### src/rtl/arq_tx_ctrl.sv
// -----------------------------------------------------------------------------
// arq_tx_ctrl
// Transmit-side ARQ controller for the SECDED FIFO link. It accepts one word
// from a producer and writes it into the FIFO. The first attempt can carry an
// injected error. It then issues the read that launches the FIFO check and
// waits for the registered ack/nack. On nack or timeout it retransmits the
// word clean, up to MAX_RETRY times, and then reports failure.
//
// Parameters
//   DATA_WIDTH  word width; matches the FIFO data width
//   MAX_RETRY   retransmissions allowed after the first attempt (>= 1)
//   TIMEOUT     WAIT cycles without ack/nack before a retransmit (>= 2)
//
// Ports
//   clk, rst_n              clock (rising edge), async active-low reset
//   in_valid/in_ready       producer handshake
//   in_data, in_err_mode    word and first-attempt injection mode
//                           (00 none, 01 single-bit, 10 double-bit)
//   wr_en, wr_data          FIFO write strobe and data
//   rd_en                   FIFO read strobe (launches the check)
//   err_mode                FIFO injection mode for the current attempt
//   ack, nack               FIFO registered check result
//   done, fail              one-cycle pulses: delivered / retries exhausted
//   retry_cnt               retransmissions used for the current or last word
//   busy                    high in every state except IDLE
// -----------------------------------------------------------------------------
module arq_tx_ctrl #(
   parameter int DATA_WIDTH = 8,
   parameter int MAX_RETRY  = 3,
   parameter int TIMEOUT    = 8
) (
   input  logic                             clk,
   input  logic                             rst_n,
   input  logic                             in_valid,
   input  logic [DATA_WIDTH-1:0]            in_data,
   input  logic [1:0]                       in_err_mode,
   output logic                             in_ready,
   output logic                             wr_en,
   output logic [DATA_WIDTH-1:0]            wr_data,
   output logic                             rd_en,
   output logic [1:0]                       err_mode,
   input  logic                             ack,
   input  logic                             nack,
   output logic                             done,
   output logic                             fail,
   output logic [$clog2(MAX_RETRY+1)-1:0]   retry_cnt,
   output logic                             busy
);

   localparam int RW = $clog2(MAX_RETRY + 1);
   localparam int TW = $clog2(TIMEOUT);

   typedef enum logic [1:0] {
      S_IDLE,
      S_WRITE,
      S_READ,
      S_WAIT
   } state_t;

   state_t                r_state;
   logic [TW-1:0]         r_timer;
   logic                  r_in_ready;
   logic                  r_wr_en;
   logic [DATA_WIDTH-1:0] r_wr_data;
   logic                  r_rd_en;
   logic [1:0]            r_err_mode;
   logic                  r_done;
   logic                  r_fail;
   logic [RW-1:0]         r_retry_cnt;
   logic                  r_busy;

   // A retry is forced by nack (nack beats a simultaneous ack) or by the
   // last WAIT cycle passing with no ack at all.
   logic w_retry_req;
   logic w_retry_left;

   assign w_retry_req  = nack || (!ack && (r_timer == TW'(TIMEOUT - 1)));
   assign w_retry_left = (r_retry_cnt != RW'(MAX_RETRY));

   // NOTE: every register here, including the latched word in r_wr_data, is
   //       cleared by the async reset; a reset mid-transfer must drop the word
   //       and leave no stale data on the FIFO write bus.
   always_ff @(posedge clk or negedge rst_n) begin
      if (!rst_n) begin
         r_state     <= S_IDLE;
         r_timer     <= '0;
         r_in_ready  <= 1'b0;
         r_wr_en     <= 1'b0;
         r_wr_data   <= '0;
         r_rd_en     <= 1'b0;
         r_err_mode  <= 2'b00;
         r_done      <= 1'b0;
         r_fail      <= 1'b0;
         r_retry_cnt <= '0;
         r_busy      <= 1'b0;
      end else begin
         // NOTE: non-blocking assignments throughout; the defaults below make
         //       the strobes single-cycle pulses and are overridden later in
         //       the same block where a state asks for a pulse.
         r_wr_en <= 1'b0;
         r_rd_en <= 1'b0;
         r_done  <= 1'b0;
         r_fail  <= 1'b0;

         case (r_state)
            S_IDLE: begin
               r_in_ready <= 1'b1;
               r_busy     <= 1'b0;
               r_err_mode <= 2'b00;
               if (in_valid && r_in_ready) begin
                  // r_wr_data doubles as the latched copy for retransmits.
                  r_wr_data   <= in_data;
                  r_err_mode  <= in_err_mode;
                  r_retry_cnt <= '0;
                  r_in_ready  <= 1'b0;
                  r_busy      <= 1'b1;
                  r_wr_en     <= 1'b1;
                  r_state     <= S_WRITE;
               end
            end

            S_WRITE: begin
               r_rd_en <= 1'b1;
               r_state <= S_READ;
            end

            S_READ: begin
               r_timer <= '0;
               r_state <= S_WAIT;
            end

            S_WAIT: begin
               r_timer <= r_timer + 1'b1;
               if (w_retry_req) begin
                  if (w_retry_left) begin
                     // Retransmissions always go out clean.
                     r_retry_cnt <= r_retry_cnt + 1'b1;
                     r_err_mode  <= 2'b00;
                     r_wr_en     <= 1'b1;
                     r_state     <= S_WRITE;
                  end else begin
                     r_fail     <= 1'b1;
                     r_in_ready <= 1'b1;
                     r_busy     <= 1'b0;
                     r_err_mode <= 2'b00;
                     r_state    <= S_IDLE;
                  end
               end else if (ack) begin
                  r_done     <= 1'b1;
                  r_in_ready <= 1'b1;
                  r_busy     <= 1'b0;
                  r_err_mode <= 2'b00;
                  r_state    <= S_IDLE;
               end
            end

            default: r_state <= S_IDLE;
         endcase
      end
   end

   assign in_ready  = r_in_ready;
   assign wr_en     = r_wr_en;
   assign wr_data   = r_wr_data;
   assign rd_en     = r_rd_en;
   assign err_mode  = r_err_mode;
   assign done      = r_done;
   assign fail      = r_fail;
   assign retry_cnt = r_retry_cnt;
   assign busy      = r_busy;

endmodule

### config.mk
export PLATFORM = sky130hd
export DESIGN_NAME = arq_tx_ctrl
export DESIGN_NICKNAME = d
export VERILOG_FILES = /design/src/rtl/arq_tx_ctrl.sv
export SDC_FILE = /design/constraint.sdc
export NUM_CORES = 1
export LEC_CHECK = 0
export BUFFER_PORTS_ARGS = -buffer_cell sky130_fd_sc_hd__buf_2
export CAP_MARGIN = 20
export CORE_UTILIZATION = 45
export CTS_CLUSTER_DIAMETER = 80
export DETAILED_ROUTE_END_ITERATION = 7
export PLACE_DENSITY = 0.74
export SYNTH_ARGS = -nofsm -noshare
export SYNTH_HDL_FRONTEND = slang
export SYNTH_SLANG_ARGS = --single-unit
export TNS_END_PERCENT = 100
### constraint.sdc
create_clock -name clk -period 1.4 [get_ports clk]
set_input_delay 0.14 -clock clk [delete_from_list [all_inputs] [get_ports clk]]
set_output_delay 0.14 -clock clk [all_outputs]
set_load 0.01 [all_outputs]
; ---- After elaboration in Yosys (flattened, before gate mapping)
; Cells that the tools add are included.
[classes]
addsub = 2
n_eq_ne = 10
muxes = 33
n_reduce_logical = 12
[op_table]
columns = cell, n
row1 = 1-bit 2-to-1 mux, 18
row2 = 2-bit 2-to-1 mux, 8
row3 = 2-bit inequality test (second input constant), 4
row4 = 2-bit case mux with 2 select lines, 2
row5 = 2-bit case mux with 4 select lines, 1
row6 = 3-bit inequality test (second input constant), 2
row7 = 1-bit case mux with 2 select lines, 3
row8 = 3-bit case mux with 2 select lines, 1
row9 = 2-bit AND reduction, 3
row10 = 2-bit == test (second input constant), 2
row11 = 4-bit AND reduction, 1
row12 = 2-bit nonzero test, 2
row13 = 3-bit by 1-bit adder with 3-bit output (second input constant), 1
row14 = 3-bit == test (second input constant), 1
row15 = 3-bit AND reduction, 1
row16 = 2-bit by 1-bit adder with 2-bit output (second input constant), 1
row17 = 2-bit by 1-bit == test with 1-bit output (second input constant), 1
row18 = 1-bit logical AND, 2
row19 = 2-bit zero test, 1
row20 = 1-bit zero test, 1
row21 = 1-bit logical OR, 1
[word_totals]
register_bits = 23
in_bits = 15
output_inout_bits = 18
word_cells = 68

; ---- Depth between registers and ports, before layout
; Gate-level depths: netlist (run 1).
[logic_depth]
depth_word = 5
depth_mapped = 6
mapped_depth_nobuf = 6

; ---- Worst setup path after synthesis (run 1)
; OpenSTA, ideal clock, no wires.
[synth_timing]
kind = reg2reg
startpoint = register r_state[0]
endpoint = register r_retry_cnt[0] (netlist: retry_cnt[0])
setup_time_ps = 69
t_arrival_ps = 1392
required_ps = 1331
setup_slack_ps = -61
path_stages_with_launch = 7
n_path_buf = 0
synth_period_minus_slack_ps = 1461
cell_sequence = dfrtp_1 -> inv_1 -> ha_1 -> a21boi_4 -> a2111oi_4 -> nand3b_1 -> nand3_1
[synth_between]
elab_chain_cells = 3
word_cells_on_any_way = 8
cone_classes = 4 x eq/ne / 1 x mux / 3 x reduce/logical
[synth_lines]
columns = item, line
row1 = "start, declared", 60  ; state_t r_state;
row2 = "start signal, assigned", 85  ; r_state <= S_IDLE;
row3 = "start signal, assigned", 118  ; r_state <= S_WRITE;
row4 = "start signal, assigned", 124  ; r_state <= S_READ;
row5 = 2-bit == test or 2-bit zero test (tied branches), 105  ; case (r_state)
row6 = 2-bit inequality test (no line) or 2-bit nonzero test (tied branches), n/a
row7 = 4-bit AND reduction (no line), n/a
row8 = "end signal, assigned", 137  ; r_retry_cnt <= r_retry_cnt + 1'b1;
row9 = "end, declared", 69  ; logic [RW-1:0] r_retry_cnt;
; Parallel ways exist; a longest one is shown, timed or not.
; A chain may end at the register's enable or synchronous reset.

; ---- Final worst setup path (run 1)
[layout_timing]
startpoint = register r_timer[0]
endpoint = register r_state[0]
[layout_between]
elab_chain_cells = 5
word_cells_on_any_way = 7
cone_classes = 2 x eq/ne / 2 x mux / 3 x reduce/logical
[layout_lines]
columns = item, line
row1 = "start, declared", 61  ; logic [TW-1:0] r_timer;
row2 = "start signal, assigned", 133  ; r_timer <= r_timer + 1'b1;
row3 = 3-bit == test (*), 77  ; assign w_retry_req = nack || (!ack && (r_timer == TW'(TIMEOUT - 1)));
row4 = 1-bit logical AND (*), 77
row5 = 1-bit logical OR (*), 77
row6 = 2-bit 2-to-1 mux or 3-bit inequality test (tied branches), n/a
row7 = 2-bit case mux with 4 select lines or 2-bit AND reduction (tied branches), n/a
row8 = "end signal, assigned", 85
row9 = "end signal, assigned", 140  ; r_state <= S_WRITE;
row10 = "end signal, assigned", 146  ; r_state <= S_IDLE;
; Every way passes the cells marked *; elsewhere a longest branch is shown, timed or not.

==> results of run 1 <==
-- cell type report --
type	instances	share of cell area, %
Clock buffer	4	1.77
Inverter	4	1.01
Multi-Input combinational cell	60	38.8
Sequential cell	23	38.8
Tap cell	28	2.36
Timing Repair Buffer	44	17.3
-- Yosys cell counts --
master / n / area, um2
dfrtp_1: 23 / 576
nand2_4: 1 / 11.3
mux2_1: 5 / 56.3
a21boi_4: 1 / 18.8
o21ai_0: 7 / 35.0
nand2b_4: 1 / 13.8
clkbuf_1: 1 / 3.75
nand3b_1: 3 / 22.5
and2_1: 1 / 6.26
o21a_1: 1 / 7.51
a2111oi_4: 1 / 27.5
o211ai_1: 2 / 15.0
nor4b_2: 1 / 15.0
nor2_1: 4 / 15.0
inv_1: 4 / 15.0
nand4b_1: 2 / 17.5
and2_2: 1 / 7.51
a31oi_1: 1 / 6.26
mux2_2: 4 / 45.0
nand3_1: 3 / 15.0
nand2_1: 5 / 18.8
and3_1: 2 / 12.5
a21oi_1: 1 / 5.00
ha_1: 8 / 100
a32oi_1: 1 / 8.76
a22o_1: 2 / 17.5
o21ai_1: 1 / 5.00
-- registers in the layout, summed over array words and instances, names as in the netlist --
signal	cells
wr_data	8
r_timer	3
err_mode	2
r_state	2
retry_cnt	2
busy	1
done	1
fail	1
in_ready	1
rd_en	1
wr_en	1
-- cells by family after synthesis --
family	share of synthesized area (%)
muxes	9.24
and+or+nand+nor	14.1
DFF	52.5
adders and majority gates	9.12
buffers and inverters	1.71
AOI/OAI and AO/OA	13.3
-- critical path, cell delays in order (launching register included) --
cell	delay [ns]
dfrtp_1	0.40
ha_2	0.20
ha_4	0.18
nor4b_4	0.29
nor2_2	0.08
a32oi_1	0.22
-- routing by layer --
metal | wire [um] | GRT usage, % | vias to the layer above
met5 | 0 | 0 | -
met4 | 26 | 9.46 | 0
met3 | 65 | 3.87 | 2
met2 | 1180 | 33.8 | 14
met1 | 979 | 22.8 | 389
li1 | - | - | 420
-- timing repair --
action / 4_1_cts / 5_1_grt
hold buffers: 1 / 0
gates cloned: 0 / 1
endpoints found under the hold margin: 23 / 0
pin swaps: 5 / 6
endpoints found under the setup margin: 5 / 16
setup buffers: 1 / 0
gates resized for setup: 3 / 9
-- worst max path at each step --
stage,endpoint
after floorplan,retry_cnt[0]
after global placement,r_state[0]
after detailed placement,r_state[0]
after CTS,r_state[0]
after global routing,r_state[0]
final,r_state[0]
-- where the power goes --
group	switching, mW	internal (mW)	total [mW]
clock network	0.188	0.111	0.298
logic	0.818	0.859	1.68
registers	0.167	0.942	1.11
total	1.17	1.91	3.09
==> results.txt, run 1 <==
status = finished with violations
failing checks = setup timing
ratio of cells with drive above 1 in the final layout = 50.4%
# fillers = 172
worst vdd rail ir drop = 1390 uV
Sequential Area = 576 um2
die width = 51.4 um
Hold Crit Depth = 2
syn nets = 110
antenna violations before repair = 0
final WL = 2250 um
Unique masters post-synth = 27
Placed Area = 1390 um2
Clock Tree Buf Depth = 2
Final WS setup = -0.0957 ns
fin crit share = 107%
fmax = 0.669 GHz
n_diodes = 0
Req. time, crit path = 1.60 ns
Place WS = -0.116 ns
gr ovfl total = 0
DP Wirelength = 1680 um
port bufs = 32
DRC viols = 0
Crit Reg-Reg Startpoint = r_timer[0]
Worst Skew = 0.0176 ns
Detail Route Antenna Nets = 0
clk_lat worst skew = 0.31 ns
Max Slew Vio Count = 0
Tot Pwr = 3.09 mW
placer's final routability congestion estimate = 0.824
commonest cells after routing, fill and taps aside = buf_2, dfrtp_1, buf_4
pin count of the biggest net entering global routing = 24
total die area = 2640 um2
final setup fails = 3
gr usage total = 19.5%
final hold violation count = 0
Crit. End Element = register
Slew headroom = 65.8%
first-pass GRT wire length = 3710 um
worst reg2reg path endpoint = r_state[0]
final setup TNS = -0.176 ns
clock slew at reported path FFs = 0.13 ns
Finished Core Util = 65.9%
Hold EP = wr_data[0]
H-Tree Depth = 1
Hold WC Path Type = in -> reg
PwrDens = 2080 nW/um2
TritonRoute pass-1 iters = 4
Leak = 0.737 nW
Top Ports = 33
Via density = 5.06
Starting Density = 48.7%
CP Data Arrival Time = 1.70 ns
commonest non-fill, non-tap cell in the layout = buf_2
Area Growth Syn to Fin = 35.3%
HP Start = in_data[0]
vias in the first global route = 853
Register-to-Register Path Depth = 5
core area = 2250 um2
Avg WL per Cell = 13.8 um
Max-cap violations = 0
Worst Setup Path Type = reg -> reg
clock sinks = 23
final cell count without fillers = 163
reg-to-reg slack, setup = -0.1 ns
maximum fanout along the worst path = 4
CP startpoint = r_timer[0]
Avg Inst Size Synth = 12.6 um2
synthesized area = 1100 um2
cell count after synthesis = 87
DIE HEIGHT = 51.4 um
Final Cell Area = 1490 um2
Iter 0 DRT Violations = 7
placed cells = 156
register bit total from synthesis = 23
post-synthesis sequential area ratio = 52.5%
CTS tree = done
NumNets Final = 159
RSZ-0062 raised after global routing = yes
multi-input logic area = 577 um2
min cycle time layout = 1.50 ns
Worst Max-Slew Pin Slew = 0.513 ns
FP Rows = 17
Hold WS = 0.0539 ns
cts bufs inserted = 3
clk root buf = clkbuf_4
vias = 825
Synth warnings = 0
Critical Path Start Type = register
(Power assumes the default switching activity.)
==> run 2: changes to the inputs <==
--- a/config.mk
+++ b/config.mk
@@ -10,7 +10,7 @@
 export CORE_UTILIZATION = 45
 export CTS_CLUSTER_DIAMETER = 80
 export DETAILED_ROUTE_END_ITERATION = 7
-export PLACE_DENSITY = 0.74
+export PLACE_DENSITY = 0.82
 export SYNTH_ARGS = -nofsm -noshare
 export SYNTH_HDL_FRONTEND = slang
 export SYNTH_SLANG_ARGS = --single-unit
==> run 2 against run 1 <==
Net effect:
- sequential power about the same
- clock-buffer cell count is 1 lower
- the flow still finishes with violations (setup timing)
- critical path type unchanged
- cell count stayed put
- critical path depth is 1 higher
- largest cell class unchanged
==> results.txt, run 2 (synthesis results as in run 1) <==
clock sinks = 23 (unchanged)
Iter 0 DRT Violations = 10 (+3)
Area Growth Syn to Fin = 36.8%
NumNets Final = 159 (unchanged)
Req. time, crit path = 1.66 ns (+0.06 ns)
PwrDens = 2110 nW/um2 (+1.5%)
FP Rows = 17 (unchanged)
failing checks = setup timing
vias in the first global route = 848 (-0.59%)
Detail Route Antenna Nets = 0 (unchanged)
CTS tree = done
antenna violations before repair = 0 (unchanged)
Slew headroom = 66.4% (+0.66 points)
# fillers = 182 (+5.8%)
final hold violation count = 0 (unchanged)
pin count of the biggest net entering global routing = 24 (unchanged)
vias = 848 (+2.8%)
M3 GR Usage = 2.98% (-0.89 points)
final setup fails = 3 (unchanged)
CP Data Arrival Time = 1.69 ns (about the same)
cts bufs inserted = 3 (unchanged)
DP Wirelength = 1700 um (+1.4%)
Max Slew Vio Count = 0 (unchanged)
Worst Skew = 0.0152 ns (-0.00243 ns)
ratio of cells with drive above 1 in the final layout = 52.6% (+2.2 points)
Leak = 0.739 nW (+0.36%)
gr usage total = 18.6% (-0.87 points)
TritonRoute pass-1 iters = 2 (-2)
max FFs per register = 8 (unchanged)
Place WS = -0.0608 ns (+0.0553 ns)
Tot Pwr = 3.16 mW (+2.6%)
reg-to-reg slack, setup = -0.03 ns (+0.06 ns)
Clock Tree Buf Depth = 2 (unchanged)
clk root buf = clkbuf_4
fmax = 0.697 GHz (+4.3%)
core area = 2250 um2 (unchanged)
commonest cells after routing, fill and taps aside = buf_2, dfrtp_1, buf_4
first-pass GRT wire length = 3640 um (-1.9%)
most used routing layer = met2
status = finished with violations
commonest non-fill, non-tap cell in the layout = buf_2
met1 usage = 24.5% (+1.8 points)
Via density = 5.20 (+2.8%)
placer's final routability congestion estimate = 0.845 (+2.5%)
die width = 51.4 um (unchanged)
Hold WS = 0.0349 ns (-0.0189 ns)
gr ovfl total = 0 (unchanged)
port bufs = 32 (unchanged)
Max-cap violations = 0 (unchanged)
Finished Core Util = 66.6% (+0.72 points)
Top Ports = 33 (unchanged)
Crit. End Element = register
fin crit share = 102% (-4.4 points)
Final WS setup = -0.0338 ns (+0.0619 ns)
Hold WC Path Type = in -> reg
GRT met2 Usage = 31.0% (-2.8 points)
Worst Setup Path Type = reg -> reg
DRC viols = 0 (unchanged)
Worst Max-Slew Pin Slew = 0.503 ns (-0.00985 ns)
Avg WL per Cell = 14.4 um (+4.4%)
final WL = 2350 um (+4.4%)
total die area = 2640 um2 (unchanged)
maximum fanout along the worst path = 3 (-1)
Starting Density = 48.7% (unchanged)
RSZ-0062 raised after global routing = yes
worst vdd rail ir drop = 1130 uV (-18%)
H-Tree Depth = 1 (unchanged)
DIE HEIGHT = 51.4 um (unchanged)
clk_lat worst skew = 0.30 ns (about the same)
clock slew at reported path FFs = 0.13 ns (about the same)
min cycle time layout = 1.43 ns (-0.0619 ns)
Critical Path Start Type = register
n_diodes = 0 (unchanged)
## run 2: cell types whose count changed in the layout (fill, tap and decap cells not counted)
cell,before,now
nor2_1,2,1
o21ai_1,1,3
o21ai_0,5,3
ha_1,3,2
clkinv_2,0,1
clkbuf_1,1,0
nor2_2,2,3
ha_4,2,3
## run 2: worst max-delay path, cell delays in order (launching register included)
cell     delay [ns]
dfrtp_1        0.41
ha_2           0.20
ha_4           0.18
nor4b_4        0.30
buf_4          0.18
o21ai_2        0.05
nand2_1        0.07
## run 2: timing repair
action                                  in CTS  in global routing
gates resized for setup                      4                 13
cloned                                       0                  1
pin swaps                                    5                  7
hold buffers                                 1                  0
buffers inserted                             3                  1
endpoints found under the setup margin      12                 18
hold endpoints to repair                    23                  0
## run 2: worst paths after layout
path | depth (start not counted) | endpoint | from
hold / removal | 2 | wr_data[0] | in_data[0]
max in group asynchronous | 2 | retry_cnt[0] | rst_n
min in group asynchronous | 2 | wr_data[3] | rst_n
setup / recovery | 6 | err_mode[0] | r_timer[0]
setup reg to reg | 6 | err_mode[0] | r_timer[0]
hold reg to reg | 1 | wr_data[7] | wr_data[7]
## run 2: layer usage
metal	vias up	part of all wire (%)
li1	413	-
met1	406	44
met2	29	51
met3	0	4.8
met4	0	0
met5	-	0
## run 2: power breakdown
| part | internal (mW) | leakage, nW | switching, mW |
|---|---|---|---|
| sequential | 0.942 | 0.289 | 0.164 |
| combinational | 0.886 | 0.433 | 0.874 |
| clock | 0.106 | 0.0177 | 0.192 |
## run 2: cell type report
class	instances	area, um2	share of cell area (%)
Clock buffer	3	22.5	1.50
Clock inverter	1	5.00	0.333
Inverter	4	15.0	1.00
Multi-Input combinational cell	60	592	39.4
Sequential cell	23	576	38.3
Tap cell	28	35.0	2.33
Timing Repair Buffer	44	256	17.1
## run 2: metrics by stage
step	cells	instance area [um2]	TNS [ns]
final	163	1500	-0.0981
after global routing	163	1500	-0.587
after CTS	161	1430	-0.137
after detailed placement	153	1370	-0.180
after global placement	153	1370	0
after floorplan	87	1130	0
